===== src/rtl/avalon_arb_pkg.sv =====
// Shared types for the two-master Avalon RAM arbiter.
//   state_t      : sequencer states (IDLE -> [WAIT] -> DONE -> IDLE)
//   M_INSTR/M_DATA: master indices (m0 = instruction, m1 = data)
//   avalon_req_t : request fields captured when a master is granted
package avalon_arb_pkg;

    typedef enum logic [1:0] {
        IDLE = 2'd0,
        WAIT = 2'd1,
        DONE = 2'd2
    } state_t;

    localparam logic M_INSTR = 1'b0;
    localparam logic M_DATA  = 1'b1;

    typedef struct packed {
        logic [31:0] address;
        logic [31:0] writedata;
        logic [3:0]  byteenable;
        logic        read;
        logic        write;
    } avalon_req_t;

    // One-hot grant vector for a master index.
    function automatic logic [1:0] grant_onehot(input logic idx);
        return idx ? 2'b10 : 2'b01;
    endfunction

endpackage


===== src/rtl/avalon_wait_counter.sv =====
// Loadable, saturating down-counter timing the slave wait states.
//   clk, reset    : clock, synchronous active-high reset (count -> 0)
//   load_i        : load load_val_i (has priority over dec_i)
//   load_val_i    : value to load
//   dec_i         : decrement by one; holds at zero instead of wrapping
//   count_o       : current count
//   zero_o        : count_o == 0
module avalon_wait_counter #(
    parameter int CW = 4
) (
    input  logic          clk,
    input  logic          reset,
    input  logic          load_i,
    input  logic [CW-1:0] load_val_i,
    input  logic          dec_i,
    output logic [CW-1:0] count_o,
    output logic          zero_o
);

    logic [CW-1:0] cnt_q;
    logic [CW-1:0] cnt_d;

    always_comb begin
        // NOTE: every combinational output gets a default first so no path leaves it unassigned (no latch).
        cnt_d = cnt_q;
        if (load_i) begin
            cnt_d = load_val_i;
        end else if (dec_i && (cnt_q != '0)) begin
            cnt_d = cnt_q - 1'b1;
        end
    end

    // NOTE: state registers use non-blocking assignments so all flops update together at the edge.
    always_ff @(posedge clk) begin
        if (reset) begin
            cnt_q <= '0;
        end else begin
            cnt_q <= cnt_d;
        end
    end

    assign count_o = cnt_q;
    assign zero_o  = (cnt_q == '0);

endmodule


===== src/rtl/avalon_ram_arbiter.sv =====
// Round-robin arbiter and wait-state sequencer giving the CPU instruction
// master (m0) and data master (m1) exclusive access to one Avalon RAM port.
//   clk, reset          : clock, synchronous active-high reset
//   m0_* / m1_*         : Avalon-MM slave ports facing the two masters
//   s_*                 : Avalon-MM master port to the RAM
//   s_assert_waitrequest: RAM strobe; the RAM transfers on its falling edge,
//                         which happens exactly once per granted transaction
//   grant               : one-hot owner, 00 while idle
module avalon_ram_arbiter #(
    parameter int WAIT_CYCLES = 2,
    parameter int CW          = 4
) (
    input  logic        clk,
    input  logic        reset,

    input  logic [31:0] m0_address,
    input  logic        m0_read,
    input  logic        m0_write,
    input  logic [31:0] m0_writedata,
    input  logic [3:0]  m0_byteenable,
    output logic        m0_waitrequest,
    output logic [31:0] m0_readdata,

    input  logic [31:0] m1_address,
    input  logic        m1_read,
    input  logic        m1_write,
    input  logic [31:0] m1_writedata,
    input  logic [3:0]  m1_byteenable,
    output logic        m1_waitrequest,
    output logic [31:0] m1_readdata,

    output logic [31:0] s_address,
    output logic        s_read,
    output logic        s_write,
    output logic [31:0] s_writedata,
    output logic [3:0]  s_byteenable,
    output logic        s_assert_waitrequest,
    input  logic [31:0] s_readdata,

    output logic [1:0]  grant
);

    import avalon_arb_pkg::*;

    // Counter preload on entering WAIT; unused when WAIT is skipped.
    localparam logic [CW-1:0] LOAD_VAL = (WAIT_CYCLES > 0) ? CW'(WAIT_CYCLES - 1) : '0;

    state_t      state_q, state_d;
    logic        last_grant_q, last_grant_d;  // also the current owner outside IDLE
    avalon_req_t req_q, req_d;

    logic          m0_req, m1_req;
    logic          winner;
    logic          cnt_load, cnt_dec, cnt_zero;
    logic [CW-1:0] cnt_value;

    assign m0_req = m0_read | m0_write;
    assign m1_req = m1_read | m1_write;

    // On a tie the master that did not win last time gets the port.
    always_comb begin
        if (m0_req && m1_req) begin
            winner = ~last_grant_q;
        end else begin
            winner = m1_req ? M_DATA : M_INSTR;
        end
    end

    avalon_wait_counter #(.CW(CW)) u_wait_counter (
        .clk        (clk),
        .reset      (reset),
        .load_i     (cnt_load),
        .load_val_i (LOAD_VAL),
        .dec_i      (cnt_dec),
        .count_o    (cnt_value),
        .zero_o     (cnt_zero)
    );

    // Next state, arbitration and request capture.
    always_comb begin
        state_d      = state_q;
        last_grant_d = last_grant_q;
        req_d        = req_q;
        cnt_load     = 1'b0;
        cnt_dec      = 1'b0;
        unique case (state_q)
            IDLE: begin
                if (m0_req || m1_req) begin
                    last_grant_d = winner;
                    if (winner == M_DATA) begin
                        req_d = '{m1_address, m1_writedata, m1_byteenable, m1_read, m1_write};
                    end else begin
                        req_d = '{m0_address, m0_writedata, m0_byteenable, m0_read, m0_write};
                    end
                    // Both strobes high is treated as a read.
                    req_d.write = req_d.write & ~req_d.read;
                    cnt_load    = 1'b1;
                    state_d     = (WAIT_CYCLES == 0) ? DONE : WAIT;
                end
            end
            WAIT: begin
                if (cnt_zero) begin
                    state_d = DONE;
                end else begin
                    cnt_dec = 1'b1;
                end
            end
            DONE: begin
                state_d = IDLE;
            end
            default: begin
                state_d = IDLE;
            end
        endcase
    end

    always_ff @(posedge clk) begin
        if (reset) begin
            state_q      <= IDLE;
            last_grant_q <= M_DATA;
            req_q        <= '0;
        end else begin
            state_q      <= state_d;
            last_grant_q <= last_grant_d;
            req_q        <= req_d;
        end
    end

    // Slave side is driven only from the captured request, so master
    // changes after the grant cannot reach the RAM.
    always_comb begin
        grant                = 2'b00;
        s_address            = '0;
        s_read               = 1'b0;
        s_write              = 1'b0;
        s_writedata          = '0;
        s_byteenable         = '0;
        s_assert_waitrequest = 1'b1;
        m0_waitrequest       = 1'b1;
        m1_waitrequest       = 1'b1;
        if ((state_q == WAIT) || (state_q == DONE)) begin
            grant        = grant_onehot(last_grant_q);
            s_address    = req_q.address;
            s_read       = req_q.read;
            s_write      = req_q.write;
            s_writedata  = req_q.writedata;
            s_byteenable = req_q.byteenable;
        end
        if (state_q == DONE) begin
            s_assert_waitrequest = 1'b0;
            m0_waitrequest       = (last_grant_q != M_INSTR);
            m1_waitrequest       = (last_grant_q != M_DATA);
        end
    end

    assign m0_readdata = s_readdata;
    assign m1_readdata = s_readdata;

    // Counter value is only consumed through its zero flag.
    logic unused_cnt;
    assign unused_cnt = ^cnt_value;

endmodule

===== config.mk =====
export PLATFORM = sky130hd
export DESIGN_NAME = avalon_ram_arbiter
export DESIGN_NICKNAME = d
export VERILOG_FILES = /design/src/rtl/avalon_arb_pkg.sv /design/src/rtl/avalon_wait_counter.sv /design/src/rtl/avalon_ram_arbiter.sv
export SDC_FILE = /design/constraint.sdc
export NUM_CORES = 1
export LEC_CHECK = 0
export CAP_MARGIN = 20
export CORE_AREA = 2 2 121 123
export DETAILED_ROUTE_END_ITERATION = 6
export DIE_AREA = 0 0 123 125
export GPL_TIMING_DRIVEN = 0
export PLACE_DENSITY = 0.75
export SETUP_SLACK_MARGIN = 0.1
export SLEW_MARGIN = 20
export SYNTH_ARGS = -nofsm -noshare
export SYNTH_HDL_FRONTEND = slang
export SYNTH_SLANG_ARGS = --single-unit
export TNS_END_PERCENT = 20

===== constraint.sdc =====
create_clock -name clk -period 4.71 [get_ports clk]
set_clock_uncertainty 0.1 [all_clocks]
set_input_delay 0.471 -clock clk [delete_from_list [all_inputs] [get_ports clk]]
set_output_delay 0.471 -clock clk [all_outputs]
set_load 0.1 [all_outputs]

==> results of run 1 <==
## flip-flops by register name, indices dropped and copies added, names as in the netlist
name and flops:
u_wait_counter.count_o 4, last_grant_q 1, state_q 2, req_q 70
## worst min-delay path by stage
stage | slack, ps | end | cells after the start
floorplan | 320 | req_q[10] | 2
global placement | 330 | req_q[19] | 2
detailed placement | 330 | req_q[21] | 2
CTS | 350 | req_q[57] | 2
global route | 360 | req_q[55] | 2
finish | 340 | req_q[57] | 2
## synth_stat cells, types with 2 or more instances
library cell  count
clkbuf_1         14
clkbuf_2          6
o21ai_0           2
a211oi_1          2
inv_1             7
nor2_1            5
dfxtp_1          77
nand2_1          76
and2_1           72
a21oi_1           7
buf_4            66
nor2b_1           2
nor3_1            2
buf_2             3
o21ai_2          68
mux2i_1          68
buf_6             7
ha_1              4
## cells by family after synthesis
family                   Yosys count
XOR/XNOR                           2
AND/OR/NAND/NOR                  164
buffers and inverters            103
multiplexers                      68
flip-flops                        77
adder cells (fa/ha/maj)            4
AO/OA/AOI/OAI                     83
## final cells by class
cell class / instances / area (um2) / share of cell area
Clock buffer: 13 / 270 / 0.0344
Tap cell: 184 / 230 / 0.0293
Inverter: 7 / 26.3 / 0.00334
Clock inverter: 3 / 42.5 / 0.00541
Buffer: 96 / 672 / 0.0854
Timing Repair Buffer: 280 / 2800 / 0.356
Multi-Input combinational cell: 321 / 2280 / 0.290
Sequential cell: 77 / 1540 / 0.196
## where the power goes
group	total (uW)	internal (uW)	switching, uW	leakage [uW]
Sequential	923	842	81.7	0.000637
Combinational	2680	783	1900	0.00238
Clock	723	453	270	0.000152
## metal layers
metal,track usage,vias up,part of all wire
met2,0.303,182,0.49
met3,0.0757,7,0.12
met4,0.0428,0,0.0091
li1,-,2175,-
met5,0,-,0
met1,0.186,1822,0.38
## worst max-delay path: stages (launching register included)
cell,delay [ps]
dfxtp_1,370
inv_1,80
ha_1,270
clkbuf_1,450
clkbuf_1,440
and2_1,200
clkdlybuf4s50_1,1170
## through the flow
| step | util | cell area (um2) | instances |
|---|---|---|---|
| 6_report | 0.554 | 7860 | 981 |
| 2_1_floorplan | - | 4520 | 501 |
| 3_3_place_gp | 0.532 | 7550 | 965 |
| 3_5_place_dp | 0.532 | 7550 | 965 |
| 4_1_cts | 0.554 | 7860 | 981 |
| 5_1_grt | 0.554 | 7860 | 981 |
## layout by cell type, fill, tap and decap left out, types with 2 or more instances in the layout
cell type,synthesis,final
a211oi_1,2,2
a21oi_1,7,7
and2_1,72,72
buf_2,3,3
buf_4,66,66
buf_6,7,7
clkbuf_1,14,15
clkbuf_16,0,9
clkbuf_2,6,6
clkbuf_8,0,3
clkdlybuf4s50_1,0,280
dfxtp_1,77,77
ha_1,4,4
inv_1,7,7
mux2i_1,68,68
nand2_1,76,76
nor2_1,5,5
nor2b_1,2,2
nor3_1,2,2
o21ai_0,2,2
o21ai_2,68,68
==> results.md, run 1 <==
- Iter 0 DRT Violations: 101
- Clock latency on the worst-skew pair: 330 ps
- Synth area leaders: dfxtp_1, mux2i_1, o21ai_2, buf_4, and2_1
- Routed Antenna Nets: 0
- Post-cts resize count: 0
- Register area share after synthesis: 0.341
- H-tree levels: 3
- Final WL: 13300 um
- Max Clk Rate: 0.257 GHz
- CTS root buffer: clkbuf_16
- Fin. max-slew vios: 0
- Hold path start: req_q[57]
- P&R area growth vs syn: 74.1%
- Pre-CTS WS: 1080 ps
- ANT cells: 0
- CP endpoint: s_read
- Initial antenna violation count: 0
- Relative slew slack: 0.314
- Number of flops mapped to enable cells by yosys: 0
- Hold slack: between 300 and 400 ps
- Die X: 123 um
- Leading area contributor after synthesis: dfxtp_1
- Via count: 4186
- Final Hold Fails: 0
- Crit start category: flop
- Post-CTS setup buffer count: 0
- Hold/Removal Path Class: reg2reg
- HPWL Detailed: 10700 um
- Area share of xor/xnor cells in the synthesized design: 0.00388
- Die height: 125 um
- Slew @ Worst Pin: 1030 ps
- Fill cells: roughly 1400
- Reg2reg setup slack: 2590 ps
- Largest net degree at the start of global routing: 13
- Synth warn: 0
- I/O Pins: 313
- Status: completed
- Initial Util: 0.318
- Synth Register Bits: 77
- Synthesized net count: ~680
- VDD IR max: 0.241 mV
- Via density: approximately 4.3
- Post-layout min period: 3880 ps
- P_leak: between 0.003 and 0.004 uW
- Adder-Cell Fraction of Synth Area: 0.0111
- Reg-to-reg startpoint: last_grant_q
- TritonCTS clock tree: yes
- Final setup violation count: 0
- Compound-Gate Fraction of Synth Area: 0.155
- Clock Tree Buf Depth: 2
- Clk slew on worst S/H paths: 60 ps
- GRT overflow: 0
- Core area: 14200 um2
- Power density cells: 551 nW/um2
- Multiplexer share of the synthesized area: 0.151
- CTS hold repair buffers: 0
- Final Power: between 4000 and 5000 uW
- Drt wl/cell: around 14 um
- Synth cell types: 31
- Syn Area/Cell: 9.02 um2
- Final worst-path cycle share: 0.825
- Synth top area share: 0.341
- Crit path required time: 4140 ps
- RSZ-0062 raised after global routing: false
- Depth of the worst register-to-register path: 6
- CTS Buf Count: 9
- Synth Area in Simple Gates: 0.184
- Port Buffer Count: 280
- Worst setup EP type: output port
- Die Area: around 15000 um2
- Residual DRC: 0
- Reg-to-reg endpoint: req_q[2]
- Share of post-route cells with drive strength above 1: 0.212
- Post-Synthesis Cells: 501
- Vias in the first global route: 4044
- Largest family of logic cells by synthesized area: simple AND/OR/NAND/NOR gates
- Crit path max fanout: 10
- FFs w/ async S/R, synth: 0
- Clk sinks: between 70 and 80
- Sum of negative setup slack: 0 ps
- Final nets: 970
- Pre-antenna DRT Iters: 4
- Site Rows: 44
- Setup crit start: state_q[0]
- Mapped Area: 4520 um2
- Top_reg_cell synth: dfxtp_1
- GRT Overall Usage: 0.172
- Setup WS post-layout: 826 ps
- GPL Wtd Cong: 0.735
- Crit path kind: reg2out
- Max cap viols: 0
- First-pass GRT wire length: about 21000 um
- Worst EP arrival: between 3000 and 4000 ps
Power figures use the tool's default switching activity.
==> run 2, diff against run 1 <==
CORE_AREA = 2 2 122 124   (was 2 2 121 123)
DIE_AREA = 0 0 124 126   (was 0 0 123 125)
PLACE_DENSITY = 0.73   (was 0.75)
clock period = 3.58 ns   (was 4.71 ns; I/O delays follow)
==> results.md, run 2 (synthesized netlist as in run 1, its figures left out) <==
- Hold EP: req_q[19]
- HPWL Detailed: 11400 um (+7.0%)
- Reg-to-reg endpoint: req_q[10]
- Max layer used: met4
- Slew @ Worst Pin: 1020 ps (-7.66 ps)
- Commonest non-fill, non-tap cell in the layout: clkdlybuf4s50_1
- Vias in the first global route: 4318 (+6.8%)
- CP cell instances: inv_1 > ha_1 > clkbuf_1 > clkbuf_1 > and2_1 > dlygate4sd2_1
- Core area: 14300 um2 (+0.78%)
- Most frequent cells in the layout: clkdlybuf4s50_1, dfxtp_1, nand2_1
- Depth of the worst register-to-register path: 6 (unchanged)
- Drt wl/cell: 14.1 um (+4.3%)
- CP max stage cell: dlygate4sd2_1
- Via count: 4301 (+2.7%)
- Fill cells: 1338 (-1.8%)
- Most flops, register: req_q
- Crit path required time: 3120 ps (-1020 ps)
- RSZ-0062 raised after global routing: true
- GPL Wtd Cong: 0.734 (-0.11%)
- Clk slew on worst S/H paths: 60 ps (about the same)
- Max Clk Rate: 0.297 GHz
- Site Rows: 44 (unchanged)
- Die Area: 15600 um2 (+1.6%)
- Final Hold Fails: 0 (unchanged)
- Crit path largest cell delay: 870 ps (-300 ps)
- Placed insts: 965 (unchanged)
- Status: completed
- Die height: 126 um (+0.80%)
- Initial Util: 0.316 (-0.00245)
- Reg2reg setup slack: 1490 ps (-1100 ps)
- Final WL: 13800 um (+4.2%)
- Worst EP arrival: 2900 ps (-410 ps)
- Non-Filler Instances: 980 (-0.10%)
- Clock latency on the worst-skew pair: 330 ps (about the same)
- Routed wl met2: 7300 um (+12%)
- Internal: 2790 uW (+34%)
- Design area: 7810 um2 (-0.73%)
- Sw frac: 0.514 (-0.00588)
- H-tree levels: 3 (unchanged)
- Clk network pwr share: 0.192 (+0.025)
- I/O Pins: 313 (unchanged)
- Residual DRC: 0 (unchanged)
- Die X: 124 um (+0.81%)
- Post-cts resize count: 90 (+90)
- Clk sinks: 77 (unchanged)
- Comb pwr share: 0.595 (-0.025)
- Reg-to-reg startpoint: last_grant_q
- Sequential Power Share: 0.212 (about the same)
- Post-CTS setup buffer count: 0 (unchanged)
- CTS hold repair buffers: 0 (unchanged)
- Setup crit start: state_q[1]
- Most Frequent Cell on Critical Path: clkbuf_1
- Switch Pwr: 2950 uW (+31%)
- Post-layout min period: about 3400 ps
- Final Power: 5740 uW (+33%)
- Length of routed met3 wiring: 1500 um (-6.4%)
- Crit start category: flop
- GRT overflow: 0 (unchanged)
- ANT cells: 0 (unchanged)
- Port Buffer Count: 280 (unchanged)
- Routed Antenna Nets: 0 (unchanged)
- Final setup violation count: 0 (unchanged)
- Met1 wire length: 4820 um (-4.3%)
- Via density: 4.39 (+2.9%)
- Hold/Removal Path Class: reg2reg
- Initial antenna violation count: 0 (unchanged)
- Max cap viols: 0 (unchanged)
- GRT Overall Usage: 0.175 (+0.00278)
- Largest register FFs: 70 (unchanged)
- CTS Buf Count: 9 (unchanged)
- Worst setup EP type: output port
- Hold path start: req_q[19]
- P_leak: 0.00342 uW (+8.0%)
- Crit path kind: reg2out
- TritonCTS clock tree: yes
- Fin. max-slew vios: 0 (unchanged)
- CTS root buffer: clkbuf_16
- Iter 0 DRT Violations: 94 (-6.9%)
- VDD IR max: 0.325 mV (+34%)
- Sum of negative setup slack: 0 ps (unchanged)
- Clock Tree Buf Depth: 2 (unchanged)
- Final nets: 970 (unchanged)
- Largest net degree at the start of global routing: 13 (unchanged)
- Relative slew slack: 0.319 (+0.00512)
- Dpl cell area: 7550 um2 (unchanged)
- First-pass GRT wire length: 20900 um (+1.6%)
- WHS Path Cells: 2 (unchanged)
- Pre-antenna DRT Iters: 4 (unchanged)
- Hold slack: 340 ps (-1.25 ps)
- Final worst-path cycle share: 0.939
- Crit path max fanout: 10 (unchanged)
- Power density cells: 735 nW/um2 (+34%)
- Share of post-route cells with drive strength above 1: 0.239 (+0.0266)
- P&R area growth vs syn: 72.8%
[run 2: routing by layer]
| metal | up-vias | global-route usage |
|---|---|---|
| met4 | 0 | 0.0522 |
| met1 | 1915 | 0.173 |
| li1 | 2184 | - |
| met3 | 13 | 0.0634 |
| met5 | - | 0 |
| met2 | 189 | 0.333 |
[run 2: how the worst max path moves through the flow]
stage	slack (ps)	depth (start not counted)	end
3_5_place_dp	50	6	s_write
2_1_floorplan	870	4	grant[0]
4_1_cts	110	6	s_writedata[22]
3_3_place_gp	90	6	s_write
5_1_grt	6	6	s_address[8]
6_report	220	6	s_address[14]
[run 2: power groups by stage]
stage	Sequential (uW)	Clock (uW)	Combinational, uW
global placement	1230	0	3540
floorplan	1210	0	2710
CTS	1220	1130	3470
detailed placement	1240	0	3580
finish	1220	1100	3420
global route	1250	1170	3610
[run 2: worst max-delay path: cells and delay by family (launching register included)]
kind / cells / cell delay [ps]
fa+ha+maj: 1 / 280
buf+inv: 4 / 1730
flops: 1 / 360
simple gates: 1 / 200
[run 2: layout make-up]
cell class,count,area [um2],area share
Timing Repair Buffer,280,2700,0.345
Multi-Input combinational cell,321,2280,0.292
Sequential cell,77,1540,0.197
Buffer,96,672,0.0861
Clock buffer,11,243,0.0311
Tap cell,184,230,0.0295
Clock inverter,4,120,0.0154
Inverter,7,26.3,0.00337
[run 2: through the flow]
step                utilization  setup slack (ps)
floorplan                     -               875
global route              0.545              6.21
CTS                       0.549               113
detailed placement        0.528              52.9
global placement          0.528              92.4
finish                    0.545               217
